==> src/rtl/mul_hilo_seq.sv <==
// mul_hilo_seq: sequential radix-4 Booth multiplier with a HI/LO result pair.
// One Booth step per cycle; MTHI/MTLO-style direct writes while not busy.
// Optional build macro: MUL_HILO_UNSIGNED_EN adds a mul_unsigned input that
// selects a zero-extended (17-step) unsigned multiply.
module mul_hilo_seq (
  input  logic        clk,
  input  logic        clr,
  input  logic        start,
  input  logic [31:0] a,
  input  logic [31:0] b,
`ifdef MUL_HILO_UNSIGNED_EN
  input  logic        mul_unsigned,
`endif
  input  logic        hi_wr,
  input  logic        lo_wr,
  input  logic [31:0] wr_data,
  output logic        busy,
  output logic        done,
  output logic [31:0] hi_out,
  output logic [31:0] lo_out
);

  localparam int unsigned DW = 32;       // operand / HI / LO width
  localparam int unsigned AW = 2 * DW;   // accumulator width
  localparam int unsigned BW = DW + 3;   // 34-bit multiplier plus b[-1] guard
  localparam int unsigned CW = 5;        // step counter width

  localparam logic [CW-1:0] LAST_SIGNED   = CW'(15);
  localparam logic [CW-1:0] LAST_UNSIGNED = CW'(16);

  typedef enum logic [1:0] {
    S_IDLE = 2'd0,
    S_RUN  = 2'd1,
    S_DONE = 2'd2
  } state_t;

  state_t        r_state;
  state_t        w_state_nxt;

  logic [AW-1:0] r_acc;
  logic [AW-1:0] r_mcand;    // multiplicand, pre-shifted by 2i
  logic [BW-1:0] r_mplier;   // multiplier with b[-1]=0 at bit 0, shifted by 2i
  logic [CW-1:0] r_cnt;
  logic          r_uns;
  logic [DW-1:0] r_hi;
  logic [DW-1:0] r_lo;

  logic [AW-1:0] w_addend;
  logic [AW-1:0] w_acc_nxt;
  logic          w_accept;
  logic          w_last_step;
  logic          w_start_uns;

`ifdef MUL_HILO_UNSIGNED_EN
  assign w_start_uns = mul_unsigned;
`else
  assign w_start_uns = 1'b0;
`endif

  assign w_accept    = start && (r_state != S_RUN);
  assign w_last_step = (r_cnt == (r_uns ? LAST_UNSIGNED : LAST_SIGNED));
  assign w_acc_nxt   = r_acc + w_addend;

  // Booth triple decode into the 64-bit addend for this step
  always_comb begin
    w_addend = '0;
    case (r_mplier[2:0])
      3'b001, 3'b010: w_addend = r_mcand;
      3'b011:         w_addend = r_mcand << 1;
      3'b100:         w_addend = AW'(0) - (r_mcand << 1);
      3'b101, 3'b110: w_addend = AW'(0) - r_mcand;
      default:        w_addend = '0;
    endcase
  end

  // State register
  always_ff @(posedge clk) begin
    if (clr) r_state <= S_IDLE;
    else     r_state <= w_state_nxt;
  end

  // Next-state logic
  always_comb begin
    w_state_nxt = r_state;
    case (r_state)
      S_IDLE:  if (start) w_state_nxt = S_RUN;
      S_RUN:   if (w_last_step) w_state_nxt = S_DONE;
      S_DONE:  w_state_nxt = start ? S_RUN : S_IDLE;
      default: w_state_nxt = S_IDLE;
    endcase
  end

  // Datapath: operand latch, Booth accumulation, HI/LO load and direct writes
  always_ff @(posedge clk) begin
    if (clr) begin
      r_acc    <= '0;
      r_mcand  <= '0;
      r_mplier <= '0;
      r_cnt    <= '0;
      r_uns    <= 1'b0;
      r_hi     <= '0;
      r_lo     <= '0;
    end else if (r_state == S_RUN) begin
      r_acc    <= w_acc_nxt;
      r_mcand  <= r_mcand << 2;
      r_mplier <= r_mplier >> 2;
      r_cnt    <= r_cnt + CW'(1);
      if (w_last_step) begin
        r_hi <= w_acc_nxt[AW-1:DW];
        r_lo <= w_acc_nxt[DW-1:0];
      end
    end else begin
      if (hi_wr) r_hi <= wr_data;
      if (lo_wr) r_lo <= wr_data;
      if (w_accept) begin
        r_acc    <= '0;
        r_cnt    <= '0;
        r_uns    <= w_start_uns;
        r_mcand  <= w_start_uns ? {DW'(0), a} : {{DW{a[DW-1]}}, a};
        r_mplier <= {(w_start_uns ? 2'b00 : {2{b[DW-1]}}), b, 1'b0};
      end
    end
  end

  // Outputs decoded from registers; a pending clr forces them low
  assign busy   = !clr && (r_state == S_RUN);
  assign done   = !clr && (r_state == S_DONE);
  assign hi_out = clr ? DW'(0) : r_hi;
  assign lo_out = clr ? DW'(0) : r_lo;

endmodule

==> config.mk <==
export PLATFORM = sky130hd
export DESIGN_NAME = mul_hilo_seq
export DESIGN_NICKNAME = d
export VERILOG_FILES = /design/src/rtl/mul_hilo_seq.sv
export SDC_FILE = /design/constraint.sdc
export NUM_CORES = 1
export LEC_CHECK = 0
export CORE_MARGIN = 5
export CORE_UTILIZATION = 25
export DETAILED_ROUTE_END_ITERATION = 12
export DONT_BUFFER_PORTS = 1
export HOLD_SLACK_MARGIN = 0.05
export PLACE_DENSITY_LB_ADDON = 0.3
export SLEW_MARGIN = 25
export SYNTH_ARGS = -nofsm -noshare
export SYNTH_HDL_FRONTEND = slang
export SYNTH_SLANG_ARGS = --single-unit
==> constraint.sdc <==
create_clock -name clk -period 7.3 [get_ports clk]
set_input_delay 0.365 -clock clk [delete_from_list [all_inputs] [get_ports clk]]
set_output_delay 0.365 -clock clk [all_outputs]
set_load 0.05 [all_outputs]
==> run_results.csv, run 1 <==
group,metric,value,unit
status,outcome,"complete, no violations",
synth,ys_top_cells_by_area,"dfxtp_1 (28%), a21oi_1 (6.3%), nor2_1 (6.1%)",
sta,fin_crit_sh,86.4,%
worst_setup_path,arrival,6.80,ns
cts,cts_tree,"yes",
synth,yosysWarnings,0,
sta,fmax,159,MHz
placement,io_buffers,0,
sta,worst_slack,0.993,ns
worst_setup_path,end_kind,"flop",
global_routing,grt.total_usage,16.6,%
detailed_routing,antenna_left,0,
die,coreArea,65600,µm²
die,die_w,267,µm
global_routing,grt_pass1_wl,94800,µm
detailed_routing,num_vias,16800,
power_and_ir_drop,power.share.sequential,35.2,%
die,start_util,25.2,%
detailed_routing,wl_per_cell,20.4,µm
sta,finalSetupTns,0,ns
cts,clk_path_buf_depth,3,
cts,cts_root_buffer,"clkbuf_16",
global_routing,grt_antenna_before_repair,9,
synth,synth_cells,2252,
detailed_routing,viasPerCell,5.42,
worst_setup_path,worstPathRequired,7.79,ns
detailed_routing,drt-total-wl,63200,µm
power_and_ir_drop,pwr-share-clk,36.9,%
cts,cts-resized-gates,0,
cells_and_area,drive_gt1_share,5.39,%
synth,synthArstFlopShare,0,%
global_routing,grt_pass1_vias,15500,
power_and_ir_drop,switching_share,36.8,%
placement,dp_cells,2943,
cts,clock_sinks,233,
sta,worst_pin_slew,1.13,ns
cts,insertion_delay,0.59,ns
cells_and_area,area_growth,15.6,%
sta,period_needed,6.31,ns
synth,ys_ff_latch,233,
cells_and_area,finalNonFillerCells,3101,
placement,placed_area,17100,µm²
sta,hold_viol,0,
power_and_ir_drop,p_leak,7.45,nW
detailed_routing,drc,0,
detailed_routing,dr.first_iter.drc_count,1617,
die,dieArea,71400,µm²
sta,slew_headroom,24.8,%
run,maxCapViolCount,0,
synth,synth_edf_count,0,
hold_path,min_path_type,"input port to flop",
placement,pre_cts_slack,1.02,ns
cts,cts_buffers,29,
cts,cts_setup_buffers,0,
die,row_count,94,
die,boundaryPins,167,
cts,cts_hold_buf,95,
synth,synth.largest_area_cell,"dfxtp_1",
sta,skew,0.0297,ns
worst_setup_path,cp-start-kind,"flop",
worst_setup_path,critPathKind,"flop to flop",
worst_setup_path,crit_fanout,9,
cells_and_area,fin_area,19100,µm²
sta,setup_viol_count_final,0,
placement,place_congestion,0.918,
cells_and_area,nFillCells,7112,
cts,clk_pin_slew,0.07,ns
cts,h-tree-depth,1,
power_and_ir_drop,ir_worst_vdd,164,µV
die,die_h,267,µm
global_routing,grt_max_degree,196,
power_and_ir_drop,p_per_area,226,nW/µm²
global_routing,gr-total-overflow,0,
synth,ys_seq_area_share,28.2,%
cells_and_area,fin_nets,2373,
synth,synth_nets,2420,
synth,yosysTopAreaCellShare,28.2,%
synth,ys_types,75,
power_and_ir_drop,p_int,2.72,mW
sta,rsz0062_at_grt,"false",
sta,slew_violations,0,
power_and_ir_drop,p_sw,1.59,mW
synth,syn_avg_cell_area,7.34,µm²
placement,post-dp-hpwl,45300,µm
synth,synth_area,16500,µm²
synth,synth_ff_type,"dfxtp_1",
detailed_routing,drtPass1Iterations,5,
power_and_ir_drop,p_comb_share,27.9,%
[through the flow]
stage | utilization, % | total power, mW | hold WS, ns
after floorplan | - | 2.36 | 0.427
after global placement | 26.0 | 2.65 | 0.435
after detailed placement | 26.0 | 2.66 | 0.444
after CTS | 29.1 | 4.34 | 0.0503
after global routing | 29.1 | 4.53 | 0.0596
final | 29.1 | 4.31 | 0.0778
[path summary, 6_finish.rpt]
check / start / slack (ns) / depth (start not counted) / to
setup / recovery: r_mcand[2] / 0.99 / 20 / r_acc[60]
hold / removal: wr_data[2] / 0.08 / 2 / r_hi[2]
setup reg to reg: r_mcand[2] / 0.99 / 20 / r_acc[60]
hold reg to reg: r_acc[46] / 0.46 / 2 / r_acc[46]
[sequential cells by signal, summed over array words and instances (netlist names)]
signal,flops
r_mcand,64
r_cnt,5
r_mplier,34
r_state,2
r_hi,32
r_lo,32
r_acc,64
[area by class of cell]
type	count	area, µm²	area share (%)
Multi-Input combinational cell	1792	11000	57.8
Timing Repair Buffer	119	1150	6.01
Clock buffer	33	761	3.98
Sequential cell	233	4670	24.4
Inverter	30	113	0.589
Clock inverter	21	272	1.42
Tap cell	864	1080	5.66
Antenna cell	9	22.5	0.118
[synth_stat cells (12+ instances only)]
master and count:
nand2b_1 12, a22o_1 16, inv_1 29, xnor2_1 68
or3_1 26, ha_1 66, o31ai_1 12, a21oi_1 209
nand2_1 260, nor3_1 70, nor2_1 270, a311oi_1 34
a22oi_1 52, mux2i_1 70, nand4_1 29, a211oi_1 75
buf_1 21, clkbuf_1 165, a31oi_1 17, a21o_1 38
o21bai_1 18, o21ai_0 154, nor2b_1 73, dfxtp_1 233
nand3_1 26, xor2_1 56
[cell usage in the layout, fill, tap and decap left out, types with 9 or more instances in the layout]
| master | instances |
|---|---|
| a21o_1 | 38 |
| nand4_1 | 29 |
| nor2b_1 | 66 |
| a22o_1 | 16 |
| or3_1 | 26 |
| xnor2_1 | 67 |
| a21oi_1 | 209 |
| o31ai_1 | 12 |
| o21a_1 | 11 |
| nor2_1 | 269 |
| dlygate4sd3_1 | 94 |
| xor2_1 | 56 |
| nor3_1 | 69 |
| buf_4 | 24 |
| dfxtp_1 | 231 |
| o21bai_1 | 18 |
| o21ai_0 | 154 |
| a31oi_1 | 17 |
| nand2b_1 | 11 |
| mux2i_1 | 70 |
| inv_1 | 28 |
| clkbuf_16 | 29 |
| nand3_1 | 26 |
| a211oi_1 | 75 |
| nand2_1 | 258 |
| a22oi_1 | 52 |
| ha_1 | 66 |
| diode_2 | 9 |
| a311oi_1 | 34 |
[metal layers]
layer / up-vias / track usage, % / share of wire [%]
met3: 97 / 3.35 / 8.1
li1: 8016 / - / -
met4: 2 / 3.78 / 2.2
met1: 8056 / 24.8 / 48
met5: - / 0 / 0.021
met2: 624 / 24.6 / 42
[worst max-delay path, stage by stage (launching register included)]
cell      delay (ns)
dfxtp_1         0.40
or3_4           0.43
or3_1           0.42
nor3_1          0.32
nand2_1         0.18
or3_1           0.40
or2_2           0.32
nand2_1         0.10
xnor2_1         0.07
a221o_1         0.41
ha_1            0.38
a21oi_1         0.26
o21ai_0         0.14
a221oi_1        0.48
o22ai_1         0.18
or3_1           0.45
a31o_2          0.32
a21oi_1         0.29
o21ai_0         0.20
xor2_1          0.21
a22o_1          0.25
[kinds of logic (layout without fill, tap and decap cells)]
| kind of cell | Yosys count | in the layout | synth area share (%) |
|---|---|---|---|
| other | 0 | 9 | 0 |
| multiplexers | 70 | 70 | 4.24 |
| AO/OA/AOI/OAI | 703 | 703 | 27.1 |
| XOR/XNOR | 124 | 124 | 6.57 |
| AND/OR/NAND/NOR | 828 | 828 | 23.4 |
| adder cells (fa/ha/maj) | 67 | 67 | 5.12 |
| flip-flops | 233 | 233 | 28.2 |
| buffers and inverters | 227 | 203 | 5.35 |
[power by group through the flow]
| stage | combinational (mW) | sequential, mW | clock (mW) |
|---|---|---|---|
| final | 1.20 | 1.52 | 1.59 |
| after global routing | 1.31 | 1.53 | 1.68 |
| after CTS | 1.19 | 1.51 | 1.63 |
| after detailed placement | 1.12 | 1.54 | 0 |
| after global placement | 1.11 | 1.54 | 0 |
| after floorplan | 0.910 | 1.45 | 0 |
Note: power is estimated with default switching activity, not from simulation.
==> inputs of run 2 (changes only) <==
- ABC_AREA: not set -> 1
==> run_results.csv, run 2 <==
group,metric,value,unit
cts,cts_buffers,28,
die,row_count,96,
power_and_ir_drop,p_int,2.47,mW
cts,cts_setup_buffers,0,
worst_setup_path,crit_fanout,50,
placement,place_congestion,1.01,
synth,ys_seq_area_share,27.0,%
sta,fmax,203,MHz
placement,io_buffers,0,
cts,h-tree-depth,1,
cells_and_area,final_cell_mix,"nand2_1 (615), inv_1 (445), nor2_1 (346)",
cts,cts_root_buffer,"clkbuf_16",
detailed_routing,drt-total-wl,73000,µm
cts,clock_sinks,233,
status,outcome,"complete, no violations",
sta,rsz0062_at_grt,"false",
sta,whs,0.0587,ns
detailed_routing,num_vias,19100,
placement,pre_cts_slack,2.50,ns
cts,clk_path_buf_depth,3,
worst_setup_path,worstPathRequired,7.80,ns
sta,fin_crit_sh,67.4,%
power_and_ir_drop,p_comb_share,24.5,%
cells_and_area,drive_gt1_share,3.61,%
detailed_routing,drc,0,
power_and_ir_drop,p_leak,8.47,nW
power_and_ir_drop,switching_share,35.0,%
sta,worst_pin_slew,1.10,ns
synth,synth_edf_count,0,
power_and_ir_drop,pwr-share-clk,38.1,%
synth,synth_compound_area_share,23.7,%
hold_path,hold_depth,4,
synth,synth.largest_area_cell,"dfxtp_1",
cts,clk_pin_slew,0.06,ns
global_routing,grt_antenna_before_repair,4,
cells_and_area,fin_nets,3032,
sta,hold_viol,0,
sta,setup_viol_count_final,0,
synth,yosysWarnings,0,
cells_and_area,area_growth,15.4,%
worst_setup_path,rr_worst_depth,16,
synth,syn_avg_cell_area,6.06,µm²
worst_setup_path,critPathKind,"flop to flop",
global_routing,grt.total_usage,18.8,%
global_routing,gr-total-overflow,0,
cells_and_area,final_common_cell,"nand2_1",
synth,synth_ff_type,"dfxtp_1",
worst_setup_path,end_kind,"flop",
detailed_routing,dr.first_iter.drc_count,1959,
hold_path,min_path_type,"input port to flop",
placement,placed_area,18100,µm²
synth,synthArstFlopShare,0,%
detailed_routing,drtPass1Iterations,5,
global_routing,grt_max_degree,94,
sta,finalSetupTns,0,ns
sta,period_needed,4.92,ns
sta,slew_violations,0,
power_and_ir_drop,power.share.sequential,37.3,%
worst_setup_path,cp-start-kind,"flop",
global_routing,grt_pass1_wl,111000,µm
synth,synth_top_family_by_area,"simple AND/OR/NAND/NOR gates",
die,die_h,273,µm
power_and_ir_drop,p_sw,1.33,mW
cells_and_area,fin_area,19900,µm²
sta,skew,0.0306,ns
detailed_routing,antenna_left,0,
die,boundaryPins,167,
synth,yosys.cell_count.top_type,"nand2_1",
synth,yosysTopAreaCellShare,27.0,%
global_routing,grt_pass1_vias,18200,
power_and_ir_drop,p_per_area,191,nW/µm²
detailed_routing,viasPerCell,5.08,
placement,post-dp-hpwl,57300,µm
cells_and_area,reg_top3,"r_acc: 64 flops, r_mcand: 64 flops, r_mplier: 34 flops",
die,start_util,25.2,%
synth,yosys.area_share.simple,29.4,%
die,coreArea,68500,µm²
synth,synth_xor_xnor_area_share,2.59,%
power_and_ir_drop,ir_worst_vdd,136,µV
synth,synthMuxAreaShare,0,%
synth,synth_area,17300,µm²
cts,insertion_delay,0.60,ns
synth,ys_top_cells_by_area,"dfxtp_1 (27%), nand2_1 (13%), inv_1 (9.7%)",
cells_and_area,nFillCells,7716,
run,maxCapViolCount,0,
cells_and_area,ff_latch_area,4660,µm²
worst_setup_path,arrival,5.42,ns
synth,ys_types,49,
cts,cts_tree,"yes",
synth,synth_nets,3013,
synth,synth_cells,2845,
die,die_w,273,µm
synth,ys_ff_latch,233,
synth,synth.top_cells.by_count,"nand2_1 (615), inv_1 (446), nor2_1 (349), a21oi_1 (282), dfxtp_1 (233)",
sta,worst_slack,2.38,ns
detailed_routing,wl_per_cell,19.4,µm
cells_and_area,multi_input_area,10500,µm²
synth,yosys.area_share.adder,4.90,%
die,dieArea,74400,µm²
sta,slew_headroom,26.6,%
run 2: critical path, stage by stage, from the launching register on:
cell and delay [ns]:
dfxtp_1 0.32, or2_2 0.37, nand3_1 0.52, inv_1 0.09, buf_4 0.33, a221oi_1 0.35, o21ai_0 0.25, ha_1 0.43
nand2_1 0.12, o21ai_0 0.30, nand2b_1 0.22, a21oi_1 0.10, o21ai_0 0.58, nand2_1 0.17, nand3b_1 0.13, nand3_1 0.30
a21oi_1 0.24
run 2: worst paths after layout:
kind | endpoint | from | slack, ns
max | r_acc[52] | r_mplier[0] | 2.38
min | r_mcand[9] | a[9] | 0.06
max reg2reg | r_acc[52] | r_mplier[0] | 2.38
min reg2reg | r_mplier[33] | r_mplier[33] | 0.47
run 2: cell type report:
| class | instances | area share, % |
|---|---|---|
| multi-input cells | 2043 | 52.6 |
| flip-flops and latches | 233 | 23.4 |
| inverters | 454 | 8.59 |
| well taps | 882 | 5.54 |
| repair buffers | 104 | 5.13 |
| clock buffers | 39 | 3.93 |
| clock inverters | 10 | 0.748 |
| diodes | 1 | 0.0126 |
run 2: layer usage:
metal / part of all wire [%] / GRT usage (%)
met3: 7.5 / 3.62
met1: 45 / 25.9
met5: 0.018 / 0
met4: 4.8 / 7.31
met2: 43 / 29.1
run 2: through the flow:
stage          total power, mW  instances  util, %
2_1_floorplan             2.07       2845        -
3_3_place_gp              2.32       3627     26.4
3_5_place_dp              2.31       3627     26.4
4_1_cts                   3.83       3765     29.1
5_1_grt                   3.99       3765     29.1
6_report                  3.81       3766     29.1
run 2: repair_timing:
action,in CTS,in global routing
hold buffers,89,0
gates resized for setup,0,0
hold endpoints to repair,184,0
run 2: logic make-up after synthesis:
group | after synthesis
compound gates | 709
buf+inv | 569
fa+ha+maj | 67
simple gates | 1216
flops | 233
xor+xnor | 51
run 2: power groups by stage:
stage	registers (mW)	logic [mW]	clock network, mW
floorplan	1.42	0.649	0
global placement	1.45	0.873	0
detailed placement	1.45	0.868	0
CTS	1.42	0.926	1.48
global route	1.43	1.03	1.53
finish	1.42	0.934	1.45
